[src/rtl/cc_bus_pkg.sv]
// Coherence bus controller types: bus FSM states and block address helper.
package cc_bus_pkg;
    localparam int WORD_BYTES = 4;

    typedef enum logic [2:0] {IDLE, WB, SNOOP, C2C, LOAD, DONE} bus_state_t;

    function automatic logic [31:0] block_base(input logic [31:0] addr, input int words);
        return addr & ~(32'(words * WORD_BYTES) - 32'd1);
    endfunction
endpackage

[src/rtl/cpu_types_pkg.sv]
// Shared CPU datapath types: machine word and the RAM handshake state.
package cpu_types_pkg;
    typedef logic [31:0] word_t;
    typedef enum logic [1:0] {FREE, BUSY, ACCESS, ERROR} ramstate_t;
endpackage

[src/rtl/rr_arbiter2.sv]
// Two-way round-robin arbiter: picks a core and reports the priority to install
// once that core's transaction has finished.
module rr_arbiter2 (
    input  logic [1:0] i_req,
    input  logic       i_prio,
    input  logic       i_en,
    output logic       o_grant,
    output logic       o_valid,
    output logic       o_prio_next
);
    always_comb begin
        o_valid     = i_en & (|i_req);
        o_grant     = (&i_req) ? i_prio : i_req[1];
        o_prio_next = ~o_grant;
    end
endmodule

[src/rtl/cc_bus_controller.sv]
// Snoopy MSI bus controller for two dcaches sharing one RAM port.
// Optional CC_BUS_STATS_EN adds saturating C2C / RAM-read / invalidate counters.
module cc_bus_controller
    import cpu_types_pkg::*, cc_bus_pkg::*;
#(
    parameter int BLOCK_WORDS = 2,
    parameter int RESET_PRIO  = 0
) (
    input  logic             CLK,
    input  logic             RST,
    input  logic [1:0]       dREN,
    input  logic [1:0]       dWEN,
    input  logic [1:0][31:0] daddr,
    input  logic [1:0][31:0] dstore,
    input  logic [1:0]       cctrans,
    input  logic [1:0]       ccwrite,
    output logic [1:0]       dwait,
    output logic [1:0][31:0] dload,
    output logic [1:0]       ccwait,
    output logic [1:0]       ccinv,
    output logic [1:0][31:0] ccsnoopaddr,
    output logic             ramREN,
    output logic             ramWEN,
    output word_t            ramaddr,
    output word_t            ramstore,
    input  word_t            ramload,
    input  ramstate_t        ramstate
`ifdef CC_BUS_STATS_EN
    ,
    output logic [31:0]      stat_c2c,
    output logic [31:0]      stat_ramrd,
    output logic [31:0]      stat_inv
`endif
);
    localparam int CNT_W = (BLOCK_WORDS > 1) ? $clog2(BLOCK_WORDS) : 1;
    localparam logic [CNT_W-1:0] LAST_WORD = CNT_W'(BLOCK_WORDS - 1);

    bus_state_t       r_state;
    logic             r_req;
    logic             r_prio;
    logic             r_prio_next;
    logic             r_inv;
    logic [CNT_W-1:0] r_cnt;
    word_t            r_snoop_addr;

    logic w_grant;
    logic w_valid;
    logic w_prio_next;
    logic w_snp;
    logic w_access;
    logic w_last;

    assign w_snp    = ~r_req;
    assign w_access = (ramstate == ACCESS);
    assign w_last   = (r_cnt == LAST_WORD);

    rr_arbiter2 u_arb (
        .i_req       (dWEN | cctrans),
        .i_prio      (r_prio),
        .i_en        (r_state == IDLE),
        .o_grant     (w_grant),
        .o_valid     (w_valid),
        .o_prio_next (w_prio_next)
    );

    always_ff @(posedge CLK) begin
        if (RST) begin
            r_state      <= IDLE;
            r_req        <= 1'b0;
            r_prio       <= (RESET_PRIO != 0);
            r_prio_next  <= (RESET_PRIO != 0);
            r_inv        <= 1'b0;
            r_cnt        <= '0;
            r_snoop_addr <= '0;
        end else begin
            unique case (r_state)
                IDLE: begin
                    if (w_valid) begin
                        r_req        <= w_grant;
                        r_prio_next  <= w_prio_next;
                        r_inv        <= ccwrite[w_grant];
                        r_cnt        <= '0;
                        r_snoop_addr <= block_base(daddr[w_grant], BLOCK_WORDS);
                        // A pending writeback is drained before any coherence request.
                        r_state      <= dWEN[w_grant] ? WB : SNOOP;
                    end
                end
                WB, C2C, LOAD: begin
                    if (w_access) begin
                        r_cnt <= r_cnt + CNT_W'(1);
                        if (w_last) begin
                            r_state <= IDLE;
                            r_prio  <= r_prio_next;
                        end
                    end
                end
                SNOOP: begin
                    if (cctrans[w_snp]) begin
                        if (ccwrite[w_snp]) begin
                            r_state <= C2C;
                        end else if (dREN[r_req]) begin
                            r_state <= LOAD;
                        end else begin
                            r_state <= DONE;
                        end
                    end
                end
                DONE: begin
                    r_state <= IDLE;
                    r_prio  <= r_prio_next;
                end
                default: r_state <= IDLE;
            endcase
        end
    end

    // ramstate gates completion combinationally so a word finishes in its ACCESS cycle.
    always_comb begin
        dwait       = 2'b11;
        dload       = '0;
        ccwait      = 2'b00;
        ccinv       = 2'b00;
        ccsnoopaddr = '0;
        ramREN      = 1'b0;
        ramWEN      = 1'b0;
        ramaddr     = '0;
        ramstore    = '0;
        unique case (r_state)
            IDLE: ;
            WB: begin
                ramWEN   = 1'b1;
                ramaddr  = daddr[r_req];
                ramstore = dstore[r_req];
                if (w_access) dwait[r_req] = 1'b0;
            end
            SNOOP: begin
                ccwait[w_snp]      = 1'b1;
                ccinv[w_snp]       = r_inv;
                ccsnoopaddr[w_snp] = r_snoop_addr;
            end
            C2C: begin
                ccwait[w_snp] = 1'b1;
                ramWEN        = 1'b1;
                ramaddr       = daddr[w_snp];
                ramstore      = dstore[w_snp];
                dload[r_req]  = dstore[w_snp];
                if (w_access) dwait = 2'b00;
            end
            LOAD: begin
                ramREN       = 1'b1;
                ramaddr      = daddr[r_req];
                dload[r_req] = ramload;
                if (w_access) dwait[r_req] = 1'b0;
            end
            DONE: dwait[r_req] = 1'b0;
            default: ;
        endcase
    end

`ifdef CC_BUS_STATS_EN
    logic [31:0] r_stat_c2c;
    logic [31:0] r_stat_ramrd;
    logic [31:0] r_stat_inv;
    logic        w_blk_done;

    assign w_blk_done = w_access & w_last;

    always_ff @(posedge CLK) begin
        if (RST) begin
            r_stat_c2c   <= '0;
            r_stat_ramrd <= '0;
            r_stat_inv   <= '0;
        end else begin
            if (r_state == C2C && w_blk_done && r_stat_c2c != '1) begin
                r_stat_c2c <= r_stat_c2c + 32'd1;
            end
            if (r_state == LOAD && w_blk_done && r_stat_ramrd != '1) begin
                r_stat_ramrd <= r_stat_ramrd + 32'd1;
            end
            // Counted once per snoop, on the cycle the snooper answers.
            if (r_state == SNOOP && cctrans[w_snp] && r_inv && r_stat_inv != '1) begin
                r_stat_inv <= r_stat_inv + 32'd1;
            end
        end
    end

    assign stat_c2c   = r_stat_c2c;
    assign stat_ramrd = r_stat_ramrd;
    assign stat_inv   = r_stat_inv;
`endif
endmodule

[config.mk]
export PLATFORM = sky130hd
export DESIGN_NAME = cc_bus_controller
export DESIGN_NICKNAME = d
export VERILOG_FILES = /design/src/rtl/cc_bus_pkg.sv /design/src/rtl/cpu_types_pkg.sv /design/src/rtl/rr_arbiter2.sv /design/src/rtl/cc_bus_controller.sv
export SDC_FILE = /design/constraint.sdc
export NUM_CORES = 1
export LEC_CHECK = 0
export CAP_MARGIN = 20
export CORE_AREA = 5 5 142 144
export DETAILED_ROUTE_END_ITERATION = 12
export DIE_AREA = 0 0 147 149
export PLACE_DENSITY = 0.65
export SYNTH_ARGS = -nofsm -noshare
export SYNTH_HDL_FRONTEND = slang
export SYNTH_SLANG_ARGS = --single-unit
[constraint.sdc]
create_clock -name CLK -period 2.05 [get_ports CLK]
set_clock_uncertainty 0.1 [all_clocks]
set_input_delay 0.41 -clock CLK [delete_from_list [all_inputs] [get_ports CLK]]
set_output_delay 0.41 -clock CLK [all_outputs]
set_load 0.01 [all_outputs]
==> run summary <==
R2R setup slack = 80 ps
DRT iter0 DRCs = 291
Slew Limit Fails = 0
Critical path class = flop to output pin
DR vias/cell = 5.65
#FFs+latches synth = 37
Status = finished, violations left
Starting Density = 0.256
Core Area = 18,600 um^2
WL final = 30,600 um
Clock Path Buffers = 2
# rows = 50
DRC violations left = 0
Routability cong. = 0.899
Avg Cell Area, Syn = 6.82 um^2
Maximum clock rate = 406 MHz
CP startpoint kind = flop
Clk_lat worst skew = 280 ps
Unrepaired setup endpoints after global routing = yes
Final nets = 1,287
Full die area = 21,900 um^2
Worst EP arrival = 1950 ps
Placed Cells incl. Taps = 1,296
Post-DRT Antenna Nets = 0
Synth cell types = 40
Commonest cells in the netlist = nand2_1, a221oi_1, a21oi_1
Failing checks = negative setup slack
Main flop type after synthesis = dfxtp_1
Sequential share of the synthesized area = 0.156
TritonCTS buffer count = 5
Layout cells sized above 1 = 0.495
DR vias = 7,643
Fin area = 10,900 um^2
Setup TNS = -39,320 ps
Top-count cell post-synth = nand2_1
Clk root buf = clkbuf_16
EDFF count, synth = 0
Worst hold path type = flop to flop
CP required = 1540 ps
Non-Filler Instances = 1,353
Gr usage total = 0.243
Clock Pin Slew Worst Setup and Hold Paths = 60 ps
LEAKAGE = 0.00465 uW
First-pass detailed-route iteration total = 6
Critical Path End Type = output pin
Fin. Hold Viols = 0
Synth area leader = a221oi_1
Crit-path max FO = 8
Ys Warns = 0
Largest net degree at the start of global routing = 39
Largest cells by area after synthesis = a221oi_1, dfxtp_1, nand2_1, and3_1, mux2i_1
Port-buffer cells = 365
First-pass GRT wire length = 43,100 um
Finish-stage setup viols = 191
Syn Std Cell Area = 4750 um^2
CTS tree = done
Pwr dens = 964 nW/um^2
Width of the die = 147 um
VDD IR max = 0.700 mV
MaxCap Viol Count = 0
Post-synth top area share = 0.179
Min cycle time layout = 2460 ps
Vias in the first global route = 7,399
H-Tree Depth = 2
Grt ovf = 0
Antenna violations before repair = 3
Hold_ws = 371 ps
Setup WS post-layout = -412 ps
Placement Cell Area = 9190 um^2
Synth-to-Final Area Change = 130%
DPL Wire Length = 20,400 um
Num Clock Sinks = 37
FFs w/ async S/R, synth = 0
I/O pin total = 372
Crit share post-route = 1.20
Per-cell routed wire length = 22.6 um
Die span in y = 149 um
Cell count after synthesis = 697
## metrics by stage
step | util | total power (uW) | worst slack [ps]
global route | 0.588 | 11100 | -448
finish | 0.588 | 10500 | -412
floorplan | - | 4220 | 87.8
global placement | 0.495 | 7680 | -560
detailed placement | 0.495 | 7710 | -577
CTS | 0.533 | 9670 | -334
## critical path: stages (launching register included)
cell	delay (ps)
dfxtp_4	370
buf_6	120
nor3b_4	190
or2_4	220
buf_6	150
buf_12	140
a221oi_2	70
nor2_1	220
buf_2	180
## worst paths after layout
check,startpoint,endpoint,cells after the start
setup / recovery,r_state[1]$_SDFFE_PP0P_,ramaddr[28],8
hold / removal,r_prio_next$_SDFFE_PP0P_,r_prio$_SDFFE_PP0P_,2
setup reg to reg,r_state[2]$_SDFFE_PP0P_,r_state[1]$_SDFFE_PP0P_,10
hold reg to reg,r_prio_next$_SDFFE_PP0P_,r_prio$_SDFFE_PP0P_,2
## final cells by class
cell class                      instances  area, um^2
Tap cell                              234         293
Multi-Input combinational cell        570        4810
Fill cell                            1663        7650
Timing Repair Buffer                  498        4870
Sequential cell                        37         753
Clock inverter                          1        30.0
Clock buffer                            7         143
Inverter                                3        15.0
Antenna cell                            3        7.51
## flip-flops by register name, indices dropped and copies added (netlist names)
register and cells:
r_prio_next 1, r_cnt 1, r_prio 1, r_state 3
r_inv 1, r_req 1, r_snoop_addr 29
## per-layer routing
metal  track usage  vias up  part of all wire
li1              -     3508                 -
met1         0.284     3651              0.38
met2         0.430      409              0.49
met3        0.0653       75             0.090
met4        0.0871        0             0.037
met5             0        -                 0
## cell families after synthesis
kind of cell | synth area share
compound gates | 0.367
fa+ha+maj | 0.00211
buf+inv | 0.0982
flops | 0.156
mux | 0.0763
other cells | 0.000789
simple gates | 0.300
## cell usage in the layout (no fill, tap or decap), types with 4 or more instances in the layout
| cell type | synthesis | final |
|---|---|---|
| conb_1 | 1 | 6 |
| a221oi_1 | 97 | 25 |
| and3_1 | 61 | 7 |
| nor2b_1 | 32 | 32 |
| nand2_4 | 0 | 12 |
| clkdlybuf4s50_1 | 0 | 171 |
| o2bb2ai_1 | 30 | 30 |
| dfxtp_1 | 37 | 33 |
| buf_6 | 4 | 76 |
| buf_16 | 0 | 10 |
| a221oi_4 | 0 | 12 |
| mux2i_1 | 34 | 34 |
| nor3b_4 | 2 | 4 |
| and3_4 | 0 | 54 |
| buf_12 | 0 | 28 |
| a21oi_1 | 67 | 23 |
| a21oi_2 | 0 | 44 |
| a221oi_2 | 0 | 60 |
| buf_4 | 11 | 70 |
| clkbuf_16 | 0 | 12 |
| nor2_1 | 40 | 39 |
| nand2_2 | 0 | 15 |
| buf_8 | 0 | 6 |
| buf_2 | 31 | 124 |
| nand2_1 | 133 | 105 |
| nand2b_1 | 5 | 5 |
| a31oi_1 | 35 | 31 |
## timing repair
item                       4_1_cts  5_1_grt
resized for setup              924      224
pin swaps                       30       40
setup endpoints to repair      194      193
setup buffers                   22       12
gates cloned                    15        7
hold buffers                     0        0
## power breakdown
part | total (uW) | internal (uW) | switching (uW)
logic | 8350 | 4130 | 4220
clock network | 917 | 608 | 309
registers | 1260 | 971 | 292
total | 10500 | 5700 | 4820
No activity file was read; power rests on OpenSTA's default activity.
